===== src/rtl/aes_pkg.sv =====
// Shared types and sizes for the AES host-side pin driver.
// AES_HOST_TIMEOUT_EN enables the WAIT-state timeout in aes_host_driver.
package aes_pkg;

    localparam int unsigned AES_DATA_W     = 128;
    localparam int unsigned AES_NIB_W      = 4;
    localparam int unsigned AES_RES_W      = 8;
    localparam int unsigned NIBBLES        = AES_DATA_W / AES_NIB_W;
    localparam int unsigned BYTES          = AES_DATA_W / AES_RES_W;
    localparam int unsigned CNT_W          = 5;
    localparam int unsigned TIMEOUT_CYCLES = 4096;
    localparam int unsigned TMO_W          = $clog2(TIMEOUT_CYCLES);

    typedef enum logic [2:0] {
        ST_IDLE,
        ST_LOAD,
        ST_WAIT,
        ST_CAPTURE,
        ST_RESP
    } aes_state_e;

endpackage


===== src/rtl/aes_host_shreg.sv =====
// Load/shift-out register: parallel load, then shifts left, top SHIFT_W bits exposed.
// Zero fill means the output reads 0 once the whole word has been shifted out.
module aes_host_shreg #(
    parameter int unsigned WIDTH   = 128,
    parameter int unsigned SHIFT_W = 4
) (
    input  logic               clk,
    input  logic               rst,
    input  logic               load,
    input  logic               shift,
    input  logic [WIDTH-1:0]   load_data,
    output logic [SHIFT_W-1:0] top
);

    logic [WIDTH-1:0] data_q;
    logic [WIDTH-1:0] data_d;

    always_comb begin
        data_d = data_q;
        if (load) begin
            data_d = load_data;
        end else if (shift) begin
            data_d = {data_q[WIDTH-SHIFT_W-1:0], SHIFT_W'(0)};
        end
    end

    always_ff @(posedge clk) begin
        if (rst) begin
            data_q <= '0;
        end else begin
            data_q <= data_d;
        end
    end

    assign top = data_q[WIDTH-1 -: SHIFT_W];

endmodule


===== src/rtl/aes_host_driver.sv =====
// Host-side driver for the AES chip pin interface: serialises block/key, collects result bytes.
// Define AES_HOST_TIMEOUT_EN to bound the wait for the first done.
module aes_host_driver
    import aes_pkg::*;
(
    input  logic                  clk,
    input  logic                  rst,
    input  logic                  req_valid,
    output logic                  req_ready,
    input  logic [AES_DATA_W-1:0] block_data,
    input  logic [AES_DATA_W-1:0] key_data,
    input  logic                  test_mode,
    output logic                  aes_en,
    output logic                  aes_test,
    output logic [AES_NIB_W-1:0]  aes_block,
    output logic [AES_NIB_W-1:0]  aes_key,
    input  logic [AES_RES_W-1:0]  aes_result,
    input  logic                  aes_done,
    output logic                  rsp_valid,
    input  logic                  rsp_ready,
    output logic [AES_DATA_W-1:0] result_data,
    output logic                  rsp_err
);

    aes_state_e            state_q, state_d;
    logic [CNT_W-1:0]      cnt_q, cnt_d;
    logic                  en_q, en_d;
    logic                  test_q, test_d;
    logic                  req_ready_q, req_ready_d;
    logic                  rsp_valid_q, rsp_valid_d;
    logic                  rsp_err_q, rsp_err_d;
    logic [AES_DATA_W-1:0] result_q, result_d;
    logic [3:0]            byte_idx;
    logic                  accept;
    logic                  shifting;
`ifdef AES_HOST_TIMEOUT_EN
    logic [TMO_W-1:0]      tmo_q, tmo_d;
`endif

    assign accept   = (state_q == ST_IDLE) && req_valid && req_ready_q;
    assign shifting = (state_q == ST_LOAD);

    aes_host_shreg #(.WIDTH(AES_DATA_W), .SHIFT_W(AES_NIB_W)) u_block_shreg (
        .clk       (clk),
        .rst       (rst),
        .load      (accept),
        .shift     (shifting),
        .load_data (block_data),
        .top       (aes_block)
    );

    aes_host_shreg #(.WIDTH(AES_DATA_W), .SHIFT_W(AES_NIB_W)) u_key_shreg (
        .clk       (clk),
        .rst       (rst),
        .load      (accept),
        .shift     (shifting),
        .load_data (key_data),
        .top       (aes_key)
    );

    // Next-state and registered-output logic; result bytes land MSB-first by counter.
    always_comb begin
        state_d     = state_q;
        cnt_d       = cnt_q;
        en_d        = en_q;
        test_d      = test_q;
        req_ready_d = req_ready_q;
        rsp_valid_d = rsp_valid_q;
        rsp_err_d   = rsp_err_q;
        result_d    = result_q;
        byte_idx    = 4'(BYTES - 1) - cnt_q[3:0];
`ifdef AES_HOST_TIMEOUT_EN
        tmo_d       = tmo_q;
`endif

        case (state_q)
            ST_IDLE: begin
                if (accept) begin
                    req_ready_d = 1'b0;
                    en_d        = 1'b1;
                    test_d      = test_mode;
                    cnt_d       = '0;
                    result_d    = '0;
                    rsp_err_d   = 1'b0;
                    state_d     = ST_LOAD;
                end
            end
            ST_LOAD: begin
                if (cnt_q == CNT_W'(NIBBLES - 1)) begin
                    en_d    = 1'b0;
                    cnt_d   = '0;
                    state_d = ST_WAIT;
`ifdef AES_HOST_TIMEOUT_EN
                    tmo_d   = '0;
`endif
                end else begin
                    cnt_d = cnt_q + CNT_W'(1);
                end
            end
            ST_WAIT: begin
                if (aes_done) begin
                    result_d[AES_DATA_W-1 -: AES_RES_W] = aes_result;
                    cnt_d   = CNT_W'(1);
                    state_d = ST_CAPTURE;
                end
`ifdef AES_HOST_TIMEOUT_EN
                else if (tmo_q == TMO_W'(TIMEOUT_CYCLES - 1)) begin
                    result_d    = '0;
                    rsp_err_d   = 1'b1;
                    rsp_valid_d = 1'b1;
                    state_d     = ST_RESP;
                end else begin
                    tmo_d = tmo_q + TMO_W'(1);
                end
`endif
            end
            ST_CAPTURE: begin
                if (aes_done) begin
                    result_d[{byte_idx, 3'b000} +: AES_RES_W] = aes_result;
                    cnt_d = cnt_q + CNT_W'(1);
                    if (cnt_d == CNT_W'(BYTES)) begin
                        rsp_valid_d = 1'b1;
                        rsp_err_d   = 1'b0;
                        state_d     = ST_RESP;
                    end
                end else begin
                    rsp_valid_d = 1'b1;
                    rsp_err_d   = 1'b1;
                    state_d     = ST_RESP;
                end
            end
            ST_RESP: begin
                if (rsp_ready) begin
                    rsp_valid_d = 1'b0;
                    rsp_err_d   = 1'b0;
                    test_d      = 1'b0;
                    req_ready_d = 1'b1;
                    state_d     = ST_IDLE;
                end
            end
            default: begin
                state_d = ST_IDLE;
            end
        endcase
    end

    always_ff @(posedge clk) begin
        if (rst) begin
            state_q     <= ST_IDLE;
            cnt_q       <= '0;
            en_q        <= 1'b0;
            test_q      <= 1'b0;
            req_ready_q <= 1'b1;
            rsp_valid_q <= 1'b0;
            rsp_err_q   <= 1'b0;
            result_q    <= '0;
`ifdef AES_HOST_TIMEOUT_EN
            tmo_q       <= '0;
`endif
        end else begin
            state_q     <= state_d;
            cnt_q       <= cnt_d;
            en_q        <= en_d;
            test_q      <= test_d;
            req_ready_q <= req_ready_d;
            rsp_valid_q <= rsp_valid_d;
            rsp_err_q   <= rsp_err_d;
            result_q    <= result_d;
`ifdef AES_HOST_TIMEOUT_EN
            tmo_q       <= tmo_d;
`endif
        end
    end

    assign req_ready   = req_ready_q;
    assign aes_en      = en_q;
    assign aes_test    = test_q;
    assign rsp_valid   = rsp_valid_q;
    assign rsp_err     = rsp_err_q;
    assign result_data = result_q;

endmodule


===== config.mk =====
export PLATFORM = sky130hd
export DESIGN_NAME = aes_host_driver
export DESIGN_NICKNAME = d
export VERILOG_FILES = /design/src/rtl/aes_pkg.sv /design/src/rtl/aes_host_shreg.sv /design/src/rtl/aes_host_driver.sv
export SDC_FILE = /design/constraint.sdc
export NUM_CORES = 1
export LEC_CHECK = 0
export ABC_AREA = 1
export BUFFER_PORTS_ARGS = -buffer_cell sky130_fd_sc_hd__buf_4
export CELL_PAD_IN_SITES_DETAIL_PLACEMENT = 0
export CELL_PAD_IN_SITES_GLOBAL_PLACEMENT = 1
export CORE_MARGIN = 4
export CORE_UTILIZATION = 37
export CTS_CLUSTER_DIAMETER = 100
export DETAILED_ROUTE_END_ITERATION = 8
export GPL_ROUTABILITY_DRIVEN = 1
export PLACE_DENSITY = 0.91
export SYNTH_ARGS = -nofsm -noshare
export SYNTH_HDL_FRONTEND = slang
export SYNTH_SLANG_ARGS = --single-unit

===== constraint.sdc =====
create_clock -name clk -period 2.85 [get_ports clk]
set_clock_uncertainty 0.15 [all_clocks]
set_input_delay 0.57 -clock clk [delete_from_list [all_inputs] [get_ports clk]]
set_output_delay 0.57 -clock clk [all_outputs]
set_load 0.05 [all_outputs]

Yosys cells after proc, flatten, opt, wreduce, memory -nomap -nowiden:

Cells that the tools add are included.

* bitwise gates (word level): 0
* reductions and logical operators: 19
* divide/modulo/power cells: 0
* eq/ne operators: 12
* order comparisons: 0
* mux-type cells: 37
* add/sub/neg operators: 3
* shift-type cells: 2
* multipliers: 0

Operator list (count)
* $mux W128: 6
* $pmux W120 S2: 1
* $bwmux W128: 1
* $shift A8 B9 Y128 const A: 1
* $shiftx A8 B9 Y128: 1
* $pmux W8 S3: 1
* $mux W5: 4
* $pmux W5 S4: 1
* $mux W3: 6
* $pmux W3 S5: 1
* $reduce_and A3 Y1: 4
* $reduce_and A4 Y1: 3
* $eq A5 B5 Y1 const B: 2
* $mux W1: 10
* $reduce_bool A2 Y1: 5
* $neg A7 Y9: 1
* $mux W8: 1
* $ne A2 B2 Y1 const B: 4
* $pmux W1 S2: 4
* $eq A3 B2 Y1 const B: 2
* $reduce_bool A3 Y1: 2
* $add A5 B1 Y5 const B: 1
* $reduce_and A5 Y1: 1
* $reduce_bool A4 Y1: 1
* 8 further kinds: 9

* latch bits: 0
* bits in read-only memories: 0
* logic and storage cells: 84
* input port bits: 270
* bits in registers: 397
* memories: 0
* bits in writable memories: 0

Depth between registers and ports, before layout:

Gate-level depths: netlist of run 1.

* depth after elaboration: 6
* depth in mapped cells: 12
* mapped depth without buffers: 12

By module:

A second synthesis of run 1 with hierarchy kept.

* cells, all modules: 2770
* area total of the unflattened synthesis: 18073.6 µm²

By module, submodules not included
* aes_host_shreg: cells each 963, seq. area each 2562.5 µm², area each 6104.6 µm², times used 2
* aes_host_driver: cells each 844, seq. area each 2822.7 µm², area each 5864.4 µm², times used 1

Worst setup path before layout of run 1:

No wires, ideal clock.

* path type: register to register
* start point: register cnt_q[0]
* end point: register result_q[1], in the netlist result_data[1]
* arrival: 1.928 ns
* library setup time: 0.132 ns
* setup slack: 0.639 ns
* stages on the path, launching flop included: 8
* period minus slack after synthesis: 2.211 ns
* path through: dfxtp_1 > inv_1 > ha_1 > clkbuf_1 > nor4_2 > o21ai_2 > nand2_1 > a21oi_1

* word-level cells in the longest chain between the ends: 6
* elaborated cells between the ends (all ways): 7
* classes of those cells: 2 x add/sub; 2 x shift; 3 x mux

RTL lines
* start: declaration: RTL line aes_host_driver.sv:26 `logic [CNT_W-1:0] cnt_q, cnt_d;`
* start signal: assignment: RTL line aes_host_driver.sv:162 `cnt_q <= cnt_d;`
* $sub A4 B4 Y4 *: RTL line aes_host_driver.sv:71 `byte_idx = 4'(BYTES - 1) - cnt_q[3:0];`
* $neg A7 Y9 *: RTL line aes_host_driver.sv:119 `result_d[{byte_idx, 3'b000} +: AES_RES_W] = aes_result;`
* $shiftx A8 B9 Y128 or $shift A8 B9 Y128 (tied branches): RTL line aes_host_driver.sv:119
* $bwmux W128 *: RTL line aes_host_driver.sv:119
* $mux W128 *: RTL line aes_host_driver.sv:118 `if (aes_done) begin`
* $pmux W120 S2 *: RTL line aes_host_driver.sv:76 `case (state_q)`
* end signal: assignment: RTL line aes_host_driver.sv:168 `result_q <= result_d;`
* end: declaration: RTL line aes_host_driver.sv:32 `logic [AES_DATA_W-1:0] result_q, result_d;`

Mark *: on every way between the ends. The rest lies on a longest branch, timed or not. The select of a mux whose other input is x is not followed.
A chain may end at the register's enable or synchronous reset.

Worst setup path in the final report of run 1:

* start point: register cnt_q[1]
* end point: register result_q[36], in the netlist result_data[36]

Same word-level chain as after synthesis.

==> metrics, run 1 <==
clock tree root driver cell sky130_fd_sc_hd__clkbuf_16; post-synthesis cell area 0.01600 mm²; number of buffers inserted by port buffering 410; Die Footprint 0.04662 mm²; M1 WL 22620 µm; kind of capture point of the worst setup path flop; maximum fanout count along the critical path 11; sequential fraction of the synthesis area 49.69%; top cell type by total area after synthesis sky130_fd_sc_hd__dfxtp_1; share of cells above drive strength 1 21.05%; synthesized netlist net count 2487; path type of the worst min-delay path in -> reg; count of endpoints failing setup in the final report 0; WS Path Type reg -> reg; worst endpoint required time 3.16 ns; reg-to-reg setup timing slack 0.27 ns; hold_buf cts 0; share of the clock period used by the worst path after layout 90.60%; sum of net half-perimeters after detailed placement 36210 µm; data arrival time of the worst path 2.90 ns; proportion of power drawn by the clock network 30.1%; Sinks on Clock Net 397; Total Negative Setup Slacks 0 ns; synthesized instance count 2212; count of synthesis-stage warnings from yosys 0; H-tree lvl count 2; DR WL met2 23730 µm; source of the critical timing path cnt_q[1]; total cell area at the placement stage 0.01953 mm²; run status finished clean; maximum clock insertion buffer count 3; max-cap check violation count 0; Non-Filler Cell Area, Final 0.02090 mm²; net switching fraction of the power 36.87%; CP Cell Sequence inv_1, ha_1, clkinv_1, nand3_1, nor2_1, nand2_1, nand2_1, nand2_1, nand2_1, a21oi_1; post-route non-filler standard cell count 3160; highest routed metal layer met5; via-per-instance ratio 5.104; post-synthesis cell type count 30; core region area 0.04232 mm²; Max Clk Rate 387.3 MHz; sum of routed wire length over all layers 51870 µm; routability cong. 0.8930; leading cell type by number of instances after synthesis sky130_fd_sc_hd__nand2_1; effective utilization at floorplan 37.79%; crit-path most repeated cell sky130_fd_sc_hd__nand2_1; pins over their slew limit 0; Logic pwr share 30.4%; crit path buf inv count 2; FF/Latch Area 0.007948 mm²; number of antenna violations at the first check in global routing 4; Reg-to-Reg Start cnt_q[1]; largest net degree at the start of global routing 124; Worst VDD drop 0.5818 mV; Placed Instances 3078; TritonCTS buffer count 43; global-route wire length before repair 81850 µm; Crit path largest cell delay 0.49 ns; synth top area cells sky130_fd_sc_hd__dfxtp_1 50%, sky130_fd_sc_hd__nand2_1 25%, sky130_fd_sc_hd__a31oi_1 9.7%; fraction of registers with async set or reset after synthesis 0%; internal power 0.01125 W; unrepaired setup endpoints after global routing false; sequential power share 39.5%; Synth top cells by count 1056 x sky130_fd_sc_hd__nand2_1, 397 x sky130_fd_sc_hd__dfxtp_1, 248 x sky130_fd_sc_hd__a31oi_1, 147 x sky130_fd_sc_hd__a21oi_1, 100 x sky130_fd_sc_hd__clkbuf_1; DR DRC count 0; HP Start rsp_ready; static leakage 7.910 nW; per-cell routed wire length 16.42 µm; Rows 75; DR pass1 iterations 6; clk slew on worst S/H paths 0.06 ns; number of flops mapped to enable cells by yosys 0; aggregate global routing overflow 0; count of nets left with antenna violations after detail routing 0; proportion of netlist area held by the largest area contributor 49.69%; Seq cells post-synth 397; pwr dens 853.2 mW/mm²; Post-CTS Setup Repair Bufs 0; IO Count 411; Post-synth top flop sky130_fd_sc_hd__dfxtp_1; Max-slew headroom 51.73%; # nets final 2821; quantity of gates resized following cts 0; final hold vios 0; Die X 215.9 µm; initial DRC count 1167; worst-margin pin slew 0.7223 ns; clock latency of the later-clocked register in the worst-skew pair 0.56 ns; met3 layer wire length in the routed design 3792 µm; startpoint class of the critical path flop; total number of vias 16.13k; CTS tree done; total global routing track utilization 21.12%; Slowest cell on crit path sky130_fd_sc_hd__ha_1; net switching power 0.006574 W; fill cell total of the finished layout 4213; combined area of the multi-input logic cells 0.007218 mm²; overall die height 215.9 µm; Period minus WS final 2.582 ns; Area Growth Syn to Fin 30.64%; Syn Area/Cell 7.231 µm²; kind of cell adding the most delay to the critical path simple AND/OR/NAND/NOR gates; number of global-route vias before repair 15.35k
==> layer usage <==
layer  vias up  global-route usage (%)
li1       7947                       -
met1      7532                   28.25
met2       554                   33.67
met3        94                   4.599
met4         2                   7.787
met5         -                       0
==> area by class of cell <==
cell class                      instances  share of cell area, %
Antenna cell                            4                0.04790
Clock buffer                           62                  5.826
Clock inverter                         16                 0.6646
Inverter                               57                  1.096
Multi-Input combinational cell       1610                  34.54
Sequential cell                       397                  38.03
Tap cell                              577                  3.455
Timing Repair Buffer                  437                  16.33
==> cell usage in the layout (no fill, tap or decap), types with 12 or more instances in the layout <==
master	synthesis	routed
sky130_fd_sc_hd__nor3_1	16	16
sky130_fd_sc_hd__clkbuf_1	100	12
sky130_fd_sc_hd__a31oi_1	248	248
sky130_fd_sc_hd__nand2_1	1056	1056
sky130_fd_sc_hd__a21oi_1	147	147
sky130_fd_sc_hd__buf_4	8	426
sky130_fd_sc_hd__nand3_1	50	50
sky130_fd_sc_hd__nor2_1	35	35
sky130_fd_sc_hd__inv_1	51	50
sky130_fd_sc_hd__clkbuf_16	0	43
sky130_fd_sc_hd__dfxtp_1	397	397
==> state kept, by name (all words and copies together), names as in the netlist <==
signal                flops
rsp_err                   1
cnt_q                     5
aes_test                  1
u_key_shreg.data_q      128
result_data             128
aes_en                    1
req_ready                 1
rsp_valid                 1
state_q                   3
u_block_shreg.data_q    128
==> power by group through the flow <==
stage	Combinational, W	Sequential (W)	Clock (W)
2_1_floorplan	0.00364	0.00718	0
3_3_place_gp	0.00539	0.00711	0
3_5_place_dp	0.00545	0.00713	0
4_1_cts	0.00547	0.00703	0.00549
5_1_grt	0.00604	0.00714	0.00572
6_report	0.00542	0.00704	0.00537
==> worst register-to-register path: cells and delay by family, from the launching register on <==
family / cells / cell delay, ns
AO/OA/AOI/OAI: 1 / 0.17
adder cells (fa/ha/maj): 1 / 0.49
buffers and inverters: 2 / 0.43
flip-flops: 1 / 0.46
AND/OR/NAND/NOR: 6 / 0.79
==> cell families (layout without fill, tap and decap cells) <==
family	count (synthesis)	count (layout)	share of synthesized area (%)
buffers and inverters	205	572	5.217
other	0	4	0
AOI/OAI and AO/OA	416	416	15.28
and+or+nand+nor	1189	1189	29.42
DFF	397	397	49.69
adders and majority gates	5	5	0.3911
==> through the flow <==
step	util (%)	worst slack [ns]	power (W)	hold slack, ns
floorplan	-	0.6394	0.01081	0.2901
finish	49.37	0.2680	0.01783	0.1081
global placement	46.15	0.4483	0.01249	0.2890
CTS	49.35	0.2819	0.01798	0.06861
global route	49.37	0.02347	0.01890	0.1115
detailed placement	46.15	0.3228	0.01258	0.3012
==> path summary, 6_finish.rpt <==
path / endpoint / cells after the start
min: req_ready / 3
max reg2reg: result_data[36] / 10
max: result_data[36] / 10
min reg2reg: rsp_valid / 2
(Power assumes the default switching activity.)
==> run 2: changes to the inputs <==
CORE_UTILIZATION = 35   (was 37)
PLACE_DENSITY = 0.87   (was 0.91)
==> metrics, run 2 (same netlist as run 1, synthesis figures left out) <==
effective utilization at floorplan 35.32% (-2.5 points); data arrival time of the worst path 2.82 ns (-0.08 ns); static leakage 8.015 nW (+1.3%); Non-Filler Cell Area, Final 0.02113 mm² (+1.1%); worst-margin pin slew 1.018 ns (+0.2960 ns); total cell area at the placement stage 0.01964 mm² (+0.54%); global-route wire length before repair 82480 µm (+0.77%); Rows 78 (+4.0%); DR DRC count 0 (unchanged); clk slew on worst S/H paths 0.06 ns (about the same); TritonCTS buffer count 45 (+4.7%); Placed Instances 3108 (+0.97%); fill cell total of the finished layout 4555 (+8.1%); post-route non-filler standard cell count 3192 (+1.0%); Sinks on Clock Net 397 (unchanged); number of antenna violations at the first check in global routing 4 (unchanged); quantity of gates resized following cts 0 (unchanged); maximum clock insertion buffer count 3 (unchanged); WS Path Type reg -> reg; total number of vias 16.15k (+0.11%); final hold vios 0 (unchanged); sum of net half-perimeters after detailed placement 36740 µm (+1.5%); GRT busiest layer met2; Max Clk Rate 404.4 MHz (+4.4%); share of the clock period used by the worst path after layout 86.76% (-3.8 points); Area Growth Syn to Fin 32.09%; worst endpoint required time 3.20 ns (+0.04 ns); Period minus WS final 2.473 ns (-0.1093 ns); startpoint class of the critical path flop; Max-slew headroom 31.66% (-20 points); max-cap check violation count 0 (unchanged); count of endpoints failing setup in the final report 0 (unchanged); met2 track utilization from global routing 32.73% (-0.93 points); met1 Track Usage GR 25.99% (-2.3 points); pins over their slew limit 0 (unchanged); run status finished clean; # nets final 2830 (+0.32%); IO Count 411 (unchanged); largest net degree at the start of global routing 88 (-29%); overall die height 221.8 µm (+2.7%); unrepaired setup endpoints after global routing false; routability cong. 0.8477 (-5.1%); sum of routed wire length over all layers 52150 µm (+0.54%); kind of capture point of the worst setup path flop; core region area 0.04528 mm² (+7.0%); Total Negative Setup Slacks 0 ns (unchanged); top library cells by usage in the layout, fill and taps aside 1056 x sky130_fd_sc_hd__nand2_1, 431 x sky130_fd_sc_hd__buf_4, 397 x sky130_fd_sc_hd__dfxtp_1; Die Footprint 0.04918 mm² (+5.5%); Worst VDD drop 0.4427 mV (-24%); per-cell routed wire length 16.34 µm (-0.47%); commonest non-fill, non-tap cell in the layout sky130_fd_sc_hd__nand2_1; H-tree lvl count 2 (unchanged); pwr dens 868.6 mW/mm² (+1.8%); initial DRC count 1301 (+11%); count of nets left with antenna violations after detail routing 0 (unchanged); clock tree root driver cell sky130_fd_sc_hd__clkbuf_16; number of buffers inserted by port buffering 410 (unchanged); R2R depth 8 (-2); path type of the worst min-delay path in -> reg; CTS tree done; Worst Hold Path Cells 3 (unchanged); number of global-route vias before repair 15.71k (+2.3%); total global routing track utilization 20.15% (-0.97 points); met3 usage 5.442% (+0.84 points); clock latency of the later-clocked register in the worst-skew pair 0.57 ns (about the same); DR pass1 iterations 5 (-1); share of cells above drive strength 1 21.37% (+0.31 points); via-per-instance ratio 5.059 (-0.89%); Post-CTS Setup Repair Bufs 0 (unchanged); maximum fanout count along the critical path 10 (-1); Die X 221.8 µm (+2.7%); hold_buf cts 0 (unchanged); aggregate global routing overflow 0 (unchanged)
run 2: cell types whose count changed in the layout (fill, tap and decap cells not counted), moves of 2 or more:
cell                        before  now
sky130_fd_sc_hd__buf_12         10   12
sky130_fd_sc_hd__clkinv_8        2    0
sky130_fd_sc_hd__buf_4         426  431
sky130_fd_sc_hd__bufinv_16       1    3
sky130_fd_sc_hd__clkinv_2        9    3
sky130_fd_sc_hd__clkbuf_8        7   11
sky130_fd_sc_hd__clkbuf_16      43   45
sky130_fd_sc_hd__inv_6           1    4
run 2: per-layer routing:
layer | share of wire (%) | up-vias | wire [µm]
met5 | 0 | - | 0
met4 | 2.9 | 0 | 1521
met3 | 8.1 | 92 | 4212
met2 | 46 | 545 | 24120
met1 | 43 | 7522 | 22300
li1 | - | 7988 | -
run 2: worst paths after layout:
check	from	to	slack [ns]
setup reg to reg	cnt_q[0]	result_data[41]	0.38
hold reg to reg	rsp_valid	rsp_valid	0.31
hold / removal	block_data[0]	u_block_shreg.data_q[0]	0.12
setup / recovery	cnt_q[0]	result_data[41]	0.38
run 2: worst max-delay path, cell delays in order (launching register included):
cell and delay, ns:
sky130_fd_sc_hd__dfxtp_1 0.48, sky130_fd_sc_hd__inv_1 0.14, sky130_fd_sc_hd__ha_1 0.32, sky130_fd_sc_hd__clkinv_1 0.23
sky130_fd_sc_hd__nor3_1 0.57, sky130_fd_sc_hd__inv_1 0.09, sky130_fd_sc_hd__nor2_1 0.18, sky130_fd_sc_hd__nand2_1 0.09
sky130_fd_sc_hd__a21oi_1 0.14
run 2: per-stage QoR:
step / total power, W / worst slack (ns) / util, % / hold slack [ns]
final: 0.01835 / 0.3773 / 46.66 / 0.1157
after global routing: 0.01943 / 0.1578 / 46.65 / 0.1089
after CTS: 0.01851 / 0.4073 / 46.64 / 0.07571
after detailed placement: 0.01265 / 0.3724 / 43.36 / 0.3062
after global placement: 0.01258 / 0.4426 / 43.36 / 0.2951
after floorplan: 0.01081 / 0.6394 / - / 0.2901
run 2: layout make-up:
class | instances | area, µm² | area share [%]
diodes | 4 | 10.01 | 0.04737
clock buffers | 67 | 1319 | 6.241
inverters | 57 | 229.0 | 1.084
well taps | 600 | 750.7 | 3.553
multi-input cells | 1610 | 7218 | 34.16
clock inverters | 13 | 163.9 | 0.7757
flip-flops and latches | 397 | 7948 | 37.61
repair buffers | 444 | 3491 | 16.52
run 2: power by group:
part           switching, W  internal (W)
clock               0.00234       0.00347
combinational       0.00376       0.00174
sequential         0.000538       0.00650
total               0.00663        0.0117
==> run 3: changes to the inputs <==
CORE_UTILIZATION = 34   (was 35)
PLACE_DENSITY = 0.88   (was 0.87)
clock period = 2 ns   (was 2.85 ns; I/O delays follow)
==> metrics, run 3 (same netlist as run 1, synthesis figures left out) <==
largest net degree at the start of global routing 80 (-9.1%); CP Capture Point result_data[15]; FF/Latch Area 0.007955 mm² (about the same); Rows 79 (+1.3%); initial DRC count 1864 (+43%); maximum fanout count along the critical path 9 (-1); clk slew on worst S/H paths 0.06 ns (about the same); run status finished clean; effective utilization at floorplan 34.36% (-0.97 points); Die Footprint 0.05058 mm² (+2.8%); WS Path Type reg -> reg; Sinks on Clock Net 397 (unchanged); number of buffers inserted by port buffering 410 (unchanged); per-cell routed wire length 17.17 µm (+5.1%); commonest non-fill, non-tap cell in the layout sky130_fd_sc_hd__nand2_1; unrepaired setup endpoints after global routing true; Max Clk Rate 504.7 MHz (+25%); post-route non-filler standard cell count 3535 (+11%); final hold vios 0 (unchanged); Worst VDD drop 0.7270 mV (+64%); Die X 224.9 µm (+1.4%); maximum clock insertion buffer count 3 (unchanged); CTS tree done; share of the clock period used by the worst path after layout 99.08% (+12 points); R2R depth 10 (+2); max-cap check violation count 0 (unchanged); clock latency of the later-clocked register in the worst-skew pair 0.57 ns (about the same); via-per-instance ratio 5.161 (+2.0%); total global routing track utilization 21.82% (+1.7 points); IO Count 411 (unchanged); global-route wire length before repair 91180 µm (+11%); Crit path largest cell delay 0.34 ns (-0.23 ns); Worst Hold Path Cells 3 (unchanged); Placed Instances 3169 (+2.0%); clock tree root driver cell sky130_fd_sc_hd__clkbuf_16; overall die height 224.9 µm (+1.4%); Power, Total 0.02846 W (+55%); worst-margin pin slew 0.5877 ns (-0.4306 ns); total number of vias 18.25k (+13%); kind of capture point of the worst setup path flop; worst reg2reg path endpoint result_data[15]; Max-slew headroom 60.76% (+29 points); Reg-to-Reg Start state_q[2]; number of antenna violations at the first check in global routing 6 (+2); TritonCTS buffer count 44 (-2.2%); path type of the worst min-delay path in -> reg; fill cell total of the finished layout 4095 (-10%); share of cells above drive strength 1 23.56% (+2.2 points); H-tree lvl count 2 (unchanged); worst endpoint required time 2.35 ns (-0.85 ns); count of nets left with antenna violations after detail routing 0 (unchanged); sum of routed wire length over all layers 60680 µm (+16%); combined area of the multi-input logic cells 0.007502 mm² (+3.9%); startpoint class of the critical path flop; # nets final 3161 (+12%); DR DRC count 0 (unchanged); pins over their slew limit 0 (unchanged); aggregate global routing overflow 0 (unchanged); top library cells by usage in the layout, fill and taps aside 1043 x sky130_fd_sc_hd__nand2_1, 477 x sky130_fd_sc_hd__buf_4, 393 x sky130_fd_sc_hd__dfxtp_1; data arrival time of the worst path 2.33 ns (-0.49 ns); core region area 0.04656 mm² (+2.8%); DR pass1 iterations 5 (unchanged); pwr dens 1142 mW/mm² (+31%); source of the critical timing path state_q[2]; CP Cell Sequence inv_1, nand2_2, nor2_4, nand2_2, nand2_8, inv_8, nor2_4, clkbuf_16, nand3_1, a21oi_2; Period minus WS final 1.982 ns (-0.4911 ns); static leakage 9.606 nW (+20%); final hold slack 0.02606 ns (-0.08965 ns); routability cong. 0.8600 (+1.5%); Slowest cell on crit path sky130_fd_sc_hd__dfxtp_1; number of global-route vias before repair 17.40k (+11%); sum of net half-perimeters after detailed placement 38240 µm (+4.1%); count of endpoints failing setup in the final report 0 (unchanged); Area Growth Syn to Fin 55.82%; reg-to-reg setup timing slack 0.02 ns (-0.36 ns)
[run 3: worst max-delay path: cells and delay by family (launching register included)]
kind                   cells  cell delay [ns]
AO/OA/AOI/OAI              1             0.14
buffers and inverters      3             0.38
flip-flops                 1             0.34
AND/OR/NAND/NOR            6             0.90
[run 3: what timing repair did]
item	4_1_cts	5_1_grt
pin swaps	0	37
hold endpoints to repair	255	0
hold buffers	254	0
setup endpoints to repair	64	278
gates cloned	0	13
buffers inserted	0	11
gates resized for setup	12	89
[run 3: area by class of cell]
type	instances	area share, %
clock buffer	62	5.136
tap	607	3.047
antenna	12	0.1205
timing repair inverter	1	0.03514
timing repair buffer	774	28.01
multi-input combinational	1611	30.10
inverter	57	1.009
clock inverter	14	0.6275
sequential	397	31.92
[run 3: power by group]
group	leakage, nW	internal, W	switching, W
logic	5.67	0.00399	0.00619
registers	3.23	0.00927	0.000803
clock network	0.709	0.00484	0.00336
total	9.61	0.0181	0.0104
[run 3: how the worst min path moves through the flow]
stage | from | to | slack [ns]
after floorplan | u_block_shreg.data_q[0] | u_block_shreg.data_q[0] | 0.29
after global routing | key_data[44] | u_key_shreg.data_q[44] | 0.03
after CTS | key_data[44] | u_key_shreg.data_q[44] | 0.0004
after global placement | rsp_valid | rsp_valid | 0.29
final | key_data[44] | u_key_shreg.data_q[44] | 0.03
after detailed placement | rsp_valid | rsp_valid | 0.30
[run 3: layer usage]
metal  vias to the layer above  part of all wire (%)  GRT usage [%]
met1                      8581                    41          27.59
met3                       165                   7.4          4.351
met4                         0                   3.5          8.399
met5                         -                     0              0
li1                       8658                     -              -
met2                       841                    48          36.85
[run 3: stage by stage]
| stage | setup slack (ns) | util, % | setup TNS, ns | area, µm² |
|---|---|---|---|---|
| CTS | 0.001144 | 52.03 | 0 | 24220 |
| detailed placement | -0.07363 | 43.40 | -0.9137 | 20210 |
| global route | -0.07239 | 53.50 | -2.232 | 24910 |
| global placement | 0.01493 | 43.40 | 0 | 20210 |
| finish | 0.01847 | 53.54 | 0 | 24920 |
| floorplan | 0.04277 | - | 0 | 16010 |
